===== src/rtl/sram_pkg.sv =====
// Shared definitions for the SRAM access controller.
// Provides the RV32 load/store size codes, the controller state encoding,
// the default array depth and a funct3 legality helper.
package sram_pkg;

    localparam int unsigned DEFAULT_DEPTH = 64;

    // RV32 load/store funct3 size/sign codes
    localparam logic [2:0] F3_B  = 3'b000;
    localparam logic [2:0] F3_H  = 3'b001;
    localparam logic [2:0] F3_W  = 3'b010;
    localparam logic [2:0] F3_BU = 3'b100;
    localparam logic [2:0] F3_HU = 3'b101;

    typedef enum logic [1:0] {
        IDLE,
        ACCESS,
        CAPTURE,
        RESP
    } state_e;

    // Unknown codes are illegal; the unsigned forms are legal only for loads.
    function automatic logic funct3_illegal(input logic [2:0] f3, input logic we);
        case (f3)
            F3_B, F3_H, F3_W: return 1'b0;
            F3_BU, F3_HU:     return we;
            default:          return 1'b1;
        endcase
    endfunction

endpackage


===== src/rtl/sram_access_ctrl_if.sv =====
// LSU-side request/response bundle of the SRAM access controller.
// master: the LSU (drives requests, accepts responses).
// slave:  the controller (accepts requests, drives responses).
interface sram_access_ctrl_if #(
    parameter int unsigned ADDR_W = 32
) ();

    logic              req_valid;
    logic              req_ready;
    logic              req_we;
    logic [2:0]        req_funct3;
    logic [ADDR_W-1:0] req_addr;
    logic [31:0]       req_wdata;
    logic              rsp_valid;
    logic              rsp_ready;
    logic [31:0]       rsp_rdata;
    logic              rsp_err;

    modport master (
        output req_valid, req_we, req_funct3, req_addr, req_wdata, rsp_ready,
        input  req_ready, rsp_valid, rsp_rdata, rsp_err
    );

    modport slave (
        input  req_valid, req_we, req_funct3, req_addr, req_wdata, rsp_ready,
        output req_ready, rsp_valid, rsp_rdata, rsp_err
    );

endinterface


===== src/rtl/sram_lane_align.sv =====
// Byte-lane alignment for the SRAM access controller (purely combinational).
// Ports:
//   funct3_i      size/sign code
//   addr_lo_i     byte offset within the word
//   wdata_i       right-aligned store data
//   rdata_i       raw array word
//   byte_sel_o    per-byte lane enables
//   sram_datain_o store data replicated across lanes
//   rdata_ext_o   extracted, sign/zero-extended load data
//   misalign_o    access not naturally aligned for its size
module sram_lane_align
    import sram_pkg::*;
(
    input  logic [2:0]  funct3_i,
    input  logic [1:0]  addr_lo_i,
    input  logic [31:0] wdata_i,
    input  logic [31:0] rdata_i,
    output logic [3:0]  byte_sel_o,
    output logic [31:0] sram_datain_o,
    output logic [31:0] rdata_ext_o,
    output logic        misalign_o
);

    logic [7:0]  rd_byte;
    logic [15:0] rd_half;

    assign rd_byte = rdata_i[{addr_lo_i, 3'b000} +: 8];
    assign rd_half = addr_lo_i[1] ? rdata_i[31:16] : rdata_i[15:0];

    always_comb begin
        byte_sel_o    = 4'b0000;
        sram_datain_o = 32'h0;
        rdata_ext_o   = 32'h0;
        misalign_o    = 1'b0;
        case (funct3_i)
            F3_B, F3_BU: begin
                byte_sel_o    = 4'b0001 << addr_lo_i;
                sram_datain_o = {4{wdata_i[7:0]}};
                rdata_ext_o   = (funct3_i == F3_B) ? {{24{rd_byte[7]}}, rd_byte}
                                                   : {24'h0, rd_byte};
            end
            F3_H, F3_HU: begin
                misalign_o    = addr_lo_i[0];
                byte_sel_o    = addr_lo_i[1] ? 4'b1100 : 4'b0011;
                sram_datain_o = {2{wdata_i[15:0]}};
                rdata_ext_o   = (funct3_i == F3_H) ? {{16{rd_half[15]}}, rd_half}
                                                   : {16'h0, rd_half};
            end
            F3_W: begin
                misalign_o    = |addr_lo_i;
                byte_sel_o    = 4'b1111;
                sram_datain_o = wdata_i;
                rdata_ext_o   = rdata_i;
            end
            default: ;
        endcase
    end

endmodule


===== src/rtl/sram_access_ctrl.sv =====
// Initiator side of the SRAM word array: accepts one LSU load/store at a time,
// drives the array for one cycle and returns a single response.
// Ports:
//   clk, rst_n     clock, synchronous active-low reset
//   bus            LSU request/response handshake (slave side)
//   wordline       one-hot word select
//   byte_sel       per-byte lane enables
//   sram_datain    lane-replicated write data
//   read_enable    array read strobe
//   write_enable   array write strobe
//   sram_dataout   array read word, valid the cycle after read_enable
module sram_access_ctrl
    import sram_pkg::*;
#(
    parameter int unsigned DEPTH  = DEFAULT_DEPTH,
    parameter int unsigned ADDR_W = 32
) (
    input  logic              clk,
    input  logic              rst_n,
    sram_access_ctrl_if.slave bus,
    output logic [DEPTH-1:0]  wordline,
    output logic [3:0]        byte_sel,
    output logic [31:0]       sram_datain,
    output logic              read_enable,
    output logic              write_enable,
    input  logic [31:0]       sram_dataout
);

    localparam int unsigned       IdxW   = $clog2(DEPTH);
    localparam logic [ADDR_W-1:0] DepthW = ADDR_W'(DEPTH);

    state_e           state_q;
    logic [2:0]       funct3_q;
    logic [1:0]       addr_lo_q;
    logic             we_q;
    logic [DEPTH-1:0] wordline_q;
    logic [3:0]       byte_sel_q;
    logic [31:0]      sram_datain_q;
    logic             read_enable_q;
    logic             write_enable_q;
    logic             rsp_valid_q;
    logic [31:0]      rsp_rdata_q;
    logic             rsp_err_q;

    logic [2:0]  la_funct3;
    logic [1:0]  la_addr_lo;
    logic [3:0]  la_byte_sel;
    logic [31:0] la_datain;
    logic [31:0] la_rdata_ext;
    logic        la_misalign;
    logic        out_of_range;
    logic        req_bad;

    // The aligner sees the incoming request while idle (to set up the access)
    // and the registered request afterwards (to extract load data).
    assign la_funct3  = (state_q == IDLE) ? bus.req_funct3    : funct3_q;
    assign la_addr_lo = (state_q == IDLE) ? bus.req_addr[1:0] : addr_lo_q;

    sram_lane_align u_lane_align (
        .funct3_i      (la_funct3),
        .addr_lo_i     (la_addr_lo),
        .wdata_i       (bus.req_wdata),
        .rdata_i       (sram_dataout),
        .byte_sel_o    (la_byte_sel),
        .sram_datain_o (la_datain),
        .rdata_ext_o   (la_rdata_ext),
        .misalign_o    (la_misalign)
    );

    assign out_of_range = {2'b00, bus.req_addr[ADDR_W-1:2]} >= DepthW;
    assign req_bad      = la_misalign | out_of_range
                        | funct3_illegal(bus.req_funct3, bus.req_we);

    always_ff @(posedge clk) begin
        if (!rst_n) begin
            state_q        <= IDLE;
            funct3_q       <= 3'b000;
            addr_lo_q      <= 2'b00;
            we_q           <= 1'b0;
            wordline_q     <= '0;
            byte_sel_q     <= 4'b0000;
            sram_datain_q  <= 32'h0;
            read_enable_q  <= 1'b0;
            write_enable_q <= 1'b0;
            rsp_valid_q    <= 1'b0;
            rsp_rdata_q    <= 32'h0;
            rsp_err_q      <= 1'b0;
        end else begin
            // Array strobes last exactly one cycle unless re-armed below.
            wordline_q     <= '0;
            byte_sel_q     <= 4'b0000;
            sram_datain_q  <= 32'h0;
            read_enable_q  <= 1'b0;
            write_enable_q <= 1'b0;
            unique case (state_q)
                IDLE: begin
                    if (bus.req_valid) begin
                        funct3_q  <= bus.req_funct3;
                        addr_lo_q <= bus.req_addr[1:0];
                        we_q      <= bus.req_we;
                        if (req_bad) begin
                            state_q     <= RESP;
                            rsp_valid_q <= 1'b1;
                            rsp_err_q   <= 1'b1;
                            rsp_rdata_q <= 32'h0;
                        end else begin
                            state_q        <= ACCESS;
                            wordline_q     <= {{(DEPTH-1){1'b0}}, 1'b1}
                                              << bus.req_addr[IdxW+1:2];
                            byte_sel_q     <= la_byte_sel;
                            sram_datain_q  <= la_datain;
                            write_enable_q <= bus.req_we;
                            read_enable_q  <= ~bus.req_we;
                        end
                    end
                end
                ACCESS: begin
                    if (we_q) begin
                        state_q     <= RESP;
                        rsp_valid_q <= 1'b1;
                        rsp_err_q   <= 1'b0;
                        rsp_rdata_q <= 32'h0;
                    end else begin
                        state_q <= CAPTURE;
                    end
                end
                CAPTURE: begin
                    state_q     <= RESP;
                    rsp_valid_q <= 1'b1;
                    rsp_err_q   <= 1'b0;
                    rsp_rdata_q <= la_rdata_ext;
                end
                RESP: begin
                    if (bus.rsp_ready) begin
                        state_q     <= IDLE;
                        rsp_valid_q <= 1'b0;
                        rsp_err_q   <= 1'b0;
                        rsp_rdata_q <= 32'h0;
                    end
                end
                default: state_q <= IDLE;
            endcase
        end
    end

    assign bus.req_ready = (state_q == IDLE);
    assign bus.rsp_valid = rsp_valid_q;
    assign bus.rsp_rdata = rsp_rdata_q;
    assign bus.rsp_err   = rsp_err_q;

    // Array outputs are killed while reset is low so an access that is in
    // flight when reset arrives never reaches the array.
    assign wordline     = rst_n ? wordline_q    : '0;
    assign byte_sel     = rst_n ? byte_sel_q    : 4'b0000;
    assign sram_datain  = rst_n ? sram_datain_q : 32'h0;
    assign read_enable  = rst_n & read_enable_q;
    assign write_enable = rst_n & write_enable_q;

endmodule


===== src/flat_wrapper.sv =====
// flat-port wrapper written by rule: the top's interface ports become plain ports
module sram_access_ctrl_flat import sram_pkg::*;
#(
    parameter int unsigned DEPTH  = DEFAULT_DEPTH,
    parameter int unsigned ADDR_W = 32
)
  (clk, rst_n, wordline, byte_sel, sram_datain, read_enable, write_enable, sram_dataout, bus_req_valid, bus_req_we, bus_req_funct3, bus_req_addr, bus_req_wdata, bus_rsp_ready, bus_req_ready, bus_rsp_valid, bus_rsp_rdata, bus_rsp_err);
  sram_access_ctrl_if #(.ADDR_W(ADDR_W)) bus_i ();
  input  logic clk;
  input  logic rst_n;
  output logic [DEPTH-1:0] wordline;
  output logic [3:0] byte_sel;
  output logic [31:0] sram_datain;
  output logic read_enable;
  output logic write_enable;
  input  logic [31:0] sram_dataout;
  input wire logic [$bits(bus_i.req_valid)-1:0] bus_req_valid;
  input wire logic [$bits(bus_i.req_we)-1:0] bus_req_we;
  input wire logic [$bits(bus_i.req_funct3)-1:0] bus_req_funct3;
  input wire logic [$bits(bus_i.req_addr)-1:0] bus_req_addr;
  input wire logic [$bits(bus_i.req_wdata)-1:0] bus_req_wdata;
  input wire logic [$bits(bus_i.rsp_ready)-1:0] bus_rsp_ready;
  output wire logic [$bits(bus_i.req_ready)-1:0] bus_req_ready;
  output wire logic [$bits(bus_i.rsp_valid)-1:0] bus_rsp_valid;
  output wire logic [$bits(bus_i.rsp_rdata)-1:0] bus_rsp_rdata;
  output wire logic [$bits(bus_i.rsp_err)-1:0] bus_rsp_err;
  assign bus_i.req_valid = bus_req_valid;
  assign bus_i.req_we = bus_req_we;
  assign bus_i.req_funct3 = bus_req_funct3;
  assign bus_i.req_addr = bus_req_addr;
  assign bus_i.req_wdata = bus_req_wdata;
  assign bus_i.rsp_ready = bus_rsp_ready;
  assign bus_req_ready = bus_i.req_ready;
  assign bus_rsp_valid = bus_i.rsp_valid;
  assign bus_rsp_rdata = bus_i.rsp_rdata;
  assign bus_rsp_err = bus_i.rsp_err;
  sram_access_ctrl #(.DEPTH(DEPTH), .ADDR_W(ADDR_W)) u_core (.clk(clk), .rst_n(rst_n), .bus(bus_i), .wordline(wordline), .byte_sel(byte_sel), .sram_datain(sram_datain), .read_enable(read_enable), .write_enable(write_enable), .sram_dataout(sram_dataout));
endmodule

===== config.mk =====
export PLATFORM = sky130hd
export DESIGN_NAME = sram_access_ctrl_flat
export DESIGN_NICKNAME = d
export VERILOG_FILES = /design/src/rtl/sram_pkg.sv /design/src/rtl/sram_access_ctrl_if.sv /design/src/rtl/sram_lane_align.sv /design/src/rtl/sram_access_ctrl.sv /design/src/flat_wrapper.sv
export SDC_FILE = /design/constraint.sdc
export NUM_CORES = 1
export LEC_CHECK = 0
export CAP_MARGIN = 0
export CORE_UTILIZATION = 48
export CTS_BUF_LIST = sky130_fd_sc_hd__clkbuf_2 sky130_fd_sc_hd__clkbuf_4 sky130_fd_sc_hd__clkbuf_8
export DETAILED_ROUTE_END_ITERATION = 12
export PLACE_DENSITY = 0.88
export SETUP_SLACK_MARGIN = 0.4
export SYNTH_ARGS = -nofsm -noshare
export SYNTH_HDL_FRONTEND = slang
export SYNTH_SLANG_ARGS = --single-unit

===== constraint.sdc =====
create_clock -name clk -period 6.5 [get_ports clk]
set_input_delay 1.3 -clock clk [delete_from_list [all_inputs] [get_ports clk]]
set_output_delay 1.3 -clock clk [all_outputs]
set_load 0.01 [all_outputs]

# ---- Word-level counts from Yosys, hierarchy flattened
# Cells that the tools add are included.
dict set report totals {
  regBits 144
  output_inout_bits 137
  wordCells 82
}
dict set report op_classes {
  n_lt_le_gt_ge 1
  n_eq_ne 15
  n_shift 3
  muxes 31
  n_bitwise 8
  n_reduce_logical 12
}
# operator count
set op_table {}
lappend op_table {{2-to-1 mux 32 bit} 7}
lappend op_table {{one-hot mux 32 bit (3 select lines)} 2}
lappend op_table {{one-hot mux 32 bit (4 select lines)} 1}
lappend op_table {{2-to-1 mux 64 bit} 1}
lappend op_table {{left shift 1 x 6 -> 64 bit (first input constant)} 1}
lappend op_table {{indexed part select 32 x 6 -> 8 bit} 1}
lappend op_table {{greater-or-equal comparator 30 x 7 -> 1 bit (second input constant)} 1}
lappend op_table {{2-to-1 mux 16 bit} 1}
lappend op_table {{equality test 3 bit (second input constant)} 4}
lappend op_table {{one-hot mux 4 bit (3 select lines)} 1}
lappend op_table {{2-to-1 mux 2 bit} 4}
lappend op_table {{2-to-1 mux 4 bit} 2}
lappend op_table {{one-hot mux 1 bit (4 select lines)} 2}
lappend op_table {{one-hot mux 2 bit (4 select lines)} 1}
lappend op_table {{OR reduction 2 bit} 4}
lappend op_table {{equality test 3 x 1 -> 1 bit (second input constant)} 2}
lappend op_table {{equality test 3 x 2 -> 1 bit (second input constant)} 2}
lappend op_table {{zero test 3 bit} 2}
lappend op_table {{2-to-1 mux 1 bit} 6}
lappend op_table {{equality test 2 bit (second input constant)} 2}
lappend op_table {{!= test 2 x 1 -> 1 bit (second input constant)} 2}
lappend op_table {{!= test 2 bit (second input constant)} 2}
lappend op_table {{NOT 1 bit} 4}
lappend op_table {{one-hot mux 1 bit (2 select lines)} 2}
lappend op_table {{other kinds (10)} 13}

# ---- Logic depth before layout (Yosys ltp)
dict set report logic_depth {
  depth_word 10
  ltp_mapped 11
  ltp_nobuf 8
}

# ---- Modules after synthesis
# Synthesis repeated with hierarchy kept, for this count alone.
dict set report hier_totals {
  hier_cells 852
  area_unflattened_um2 7462.2
}
# module n_inst cells_each area_each_um2 seq_area_each_um2
set modules_own_cells {}
lappend modules_own_cells {sram_access_ctrl 1 663 6102.1 2882.8}
lappend modules_own_cells {sram_lane_align 1 189 1360.1 0.0}

# ---- Worst setup path after synthesis
# OpenSTA, ideal clock, no wires.
dict set report synth_path {
  kind {input to output}
  start {input rst_n}
  end {output wordline[23]}
  arrival_time_ps 2220
  path_slack_ps 2980
  stages 4
  n_path_buf 3
  cell_sequence {clkbuf_1 -> clkbuf_1 -> clkbuf_1 -> and2_1}
}
dict set report synth_between {
  elab_chain_cells 1
}
# element line
set synth_lines {}
lappend synth_lines {{from (decl)} flat_wrapper.sv:10} ;# input logic rst_n;
lappend synth_lines {{2-to-1 mux 64 bit} sram_access_ctrl.sv:153} ;# assign wordline = rst_n ? wordline_q : '0;
lappend synth_lines {{to (decl)} flat_wrapper.sv:11} ;# output logic [DEPTH-1:0] wordline;
# Every way passes these cells.

# ---- Final worst setup path
dict set report layout_path {
  start {input rst_n}
  end {output wordline[42]}
}
# Same word-level chain as after synthesis.

==> run metrics <==
Leakage approximately 3.1 nW; cells along the critical path buf_2 -> buf_4 -> and2_1 -> clkdlybuf4s50_1; vias in the first global route approximately 5400; hold_sp u_core.bus.rsp_rdata[25]; CP Data Arrival Time between 3000 and 4000 ps; Pwr Total approximately 2.5 mW; WHS around 470 ps; Layout Nets 969; compound-cell area share of the yosys netlist about 17%; Area after DPL about 8300 um2; layout cells sized above 1 7.55%; first-pass GRT wire length about 27000 um; final wirelength 17500 um; Rows 39; Logic pwr share 30.6%; clock root cell clkbuf_8; Min Clock Period, post-route ~4500 ps; met3 wire length 1330 um; H-tree depth 4; Synth Cell Area about 5800 um2; Post-synth EDFFs 0; clock sink count about 140; Setup WS post-layout 2000 ps; post-synthesis cell type count 55; headroom to the max-slew limit between 10% and 20%; antenna cells 0; area of the multi-input gates about 2700 um2; Tot GR Track Use approximately 28%; largest family of logic cells by synthesized area simple AND/OR/NAND/NOR gates; ys async rst share 0%; switching power total 0.862 mW; ys flop type dfxtp_1; FF+latch area roughly 2900 um2; Ports between 200 and 250; Starting Density between 40% and 50%; vias ~5700; Max Clock Skew 13.6 ps; HP Class register to register; # DRC 13; Final setup viols 0; # hold bufs at CTS 0; buffer count from post-CTS setup fixing 0; met1 wire length approximately 7000 um; Fill cells roughly 800; r2r startpoint u_core.state_q[0]; clock network fraction of design power 30.6%; Synth Area in Adders 0.864%; clock buffer count from CTS 17; DRT Pass-1 Iters 12; R2R cell count 9; RSZ-0062 raised after global routing no; grt ovf 0; Synth Net Count 747; Reg-to-Reg End u_core.bus.rsp_rdata[7]; Worst Setup Path Type input port to primary output; CP Capture Type primary output; Seq cells post-synth roughly 140; initial antenna violation count 0; Hold Vio Cnt, Final 0; final instance area 8680 um2; Highest Signal Layer met4; antenna viol nets, final 0; multiplexer share of the synthesized area less than 1%; P_int approximately 1.6 mW; Min-Delay Path Depth 1; vias per std cell 5.56; Req. time, crit path around 5200 ps; WL per Instance around 17 um; Yosys warnings 0; largest net degree at the start of global routing 84; Tightest Pin Transition between 1000 and 1500 ps; Clk pin slew, worst setup/hold paths roughly 80 ps; slowest stage delay, CP 790 ps; Syn Area/Cell roughly 9 um2; Power Density 283 nW/um2; R2R Setup Slk 3320 ps; status finished, violations left; IO Port Bufs between 200 and 250; Max Fclk 0.222 GHz; failing checks design-rule violations; clock tree buffer depth 2; hpwl dp between 10000 and 15000 um; post-synthesis sequential area ratio between 40% and 50%; core area ~12000 um2; CP Max Fanout between 80 and 90; pre-CTS WS 2000 ps; worst vdd ir roughly 0.17 mV; Area Overhead vs Synth 49.8%; commonest non-fill, non-tap cell in the layout clkdlybuf4s50_1; post-synthesis xor/xnor area fraction 0%; Reg power frac between 30% and 40%; Clk Latency, worst-skew pair between 400 and 500 ps; fin. max-slew vios 0; Simple-Gate Fraction of Synth Area 27.6%; most frequent cells in the layout clkdlybuf4s50_1, dfxtp_1, and2_1, nor2_1, nand2_1; switch share 35.1%; final worst-path cycle share 69.3%; final setup TNS 0 ps; DR iter-0 viols 536; Worst path slowest cell buf_2; die footprint approximately 13000 um2; max-cap violation count 0; Hold Path Sink u_core.bus.rsp_rdata[25]; CTS tree built; Post-Syn Instances 639; # resized after CTS 0; met2 WL 8530 um; routability cong. between 0.9 and 1; Die Y 112 um; Die W roughly 110 um; critical path launch point type input port
power by group through the flow:
stage / logic [mW] / registers [mW] / clock network [mW]
after floorplan: 0.470 / 0.977 / 0
after global placement: 0.711 / 0.969 / 0
after detailed placement: 0.733 / 0.972 / 0
after CTS: 0.741 / 0.953 / 0.757
after global routing: 0.811 / 0.958 / 0.798
final: 0.752 / 0.954 / 0.752
state kept, by name, indices dropped and copies added, names as in the netlist:
register	cells
u_core.wordline_q	64
u_core.bus.rsp_rdata	32
u_core.sram_datain_q	32
u_core.byte_sel_q	4
u_core.funct3_q	3
u_core.addr_lo_q	2
u_core.state_q	2
u_core.bus.rsp_err	1
u_core.bus.rsp_valid	1
u_core.read_enable_q	1
u_core.we_q	1
u_core.write_enable_q	1
cell families (layout without fill, tap and decap cells):
kind of cell | Yosys count | count (layout)
adders and majority gates | 4 | 4
DFF | 144 | 144
muxes | 4 | 4
buffers and inverters | 51 | 286
and+or+nand+nor | 304 | 304
AOI/OAI and AO/OA | 132 | 132
routing by layer:
| metal | vias to the layer above | GRT usage [%] |
|---|---|---|
| met1 | 2624 | 33.7 |
| met5 | - | 0 |
| met3 | 61 | 6.26 |
| met2 | 305 | 46.0 |
| li1 | 2663 | - |
| met4 | 0 | 14.0 |
critical path, delay by kind of cell:
family | cells | cell delay, ps
buffers and inverters | 3 | 1700
AND/OR/NAND/NOR | 1 | 170
through the flow:
stage	util, %	instances
final	74.8	1017
after global routing	74.8	1017
after CTS	74.8	1017
after detailed placement	71.1	985
after global placement	71.1	985
after floorplan	-	639
cells in the mapped netlist, types with 4 or more instances:
master     number  area share, %
a211oi_1        5           0.65
a21oi_1        34            2.9
a221oi_1       17            2.6
a222oi_1        7            1.2
a22oi_1        16            2.1
and2_1        113             12
buf_1           4           0.26
buf_2           9           0.78
clkbuf_1       28            1.8
dfxtp_1       144             50
ha_1            4           0.86
inv_1           6           0.39
nand2_1        38            2.5
nand3_1        15            1.3
nor2_1         93            6.0
nor2_2         10            1.1
nor2b_1         4           0.43
nor4_1          7           0.76
o21ai_0         4           0.35
o2bb2ai_1      32            4.8
final cells by class:
| class | count | area share (%) |
|---|---|---|
| repair buffers | 246 | 28.1 |
| clock buffers | 17 | 2.69 |
| flip-flops and latches | 144 | 33.2 |
| well taps | 143 | 2.06 |
| multi-input cells | 444 | 31.3 |
| clock inverters | 15 | 2.22 |
| inverters | 8 | 0.346 |
worst max-delay path by stage:
stage | slack [ps] | from | cells past startpoint | end
after detailed placement | 2000 | rst_n | 4 | wordline[42]
after floorplan | 2980 | rst_n | 4 | wordline[23]
after global placement | 2100 | rst_n | 4 | wordline[40]
after CTS | 2000 | rst_n | 4 | wordline[42]
final | 2000 | rst_n | 4 | wordline[42]
after global routing | 1840 | rst_n | 4 | wordline[38]
(Power assumes the default switching activity.)
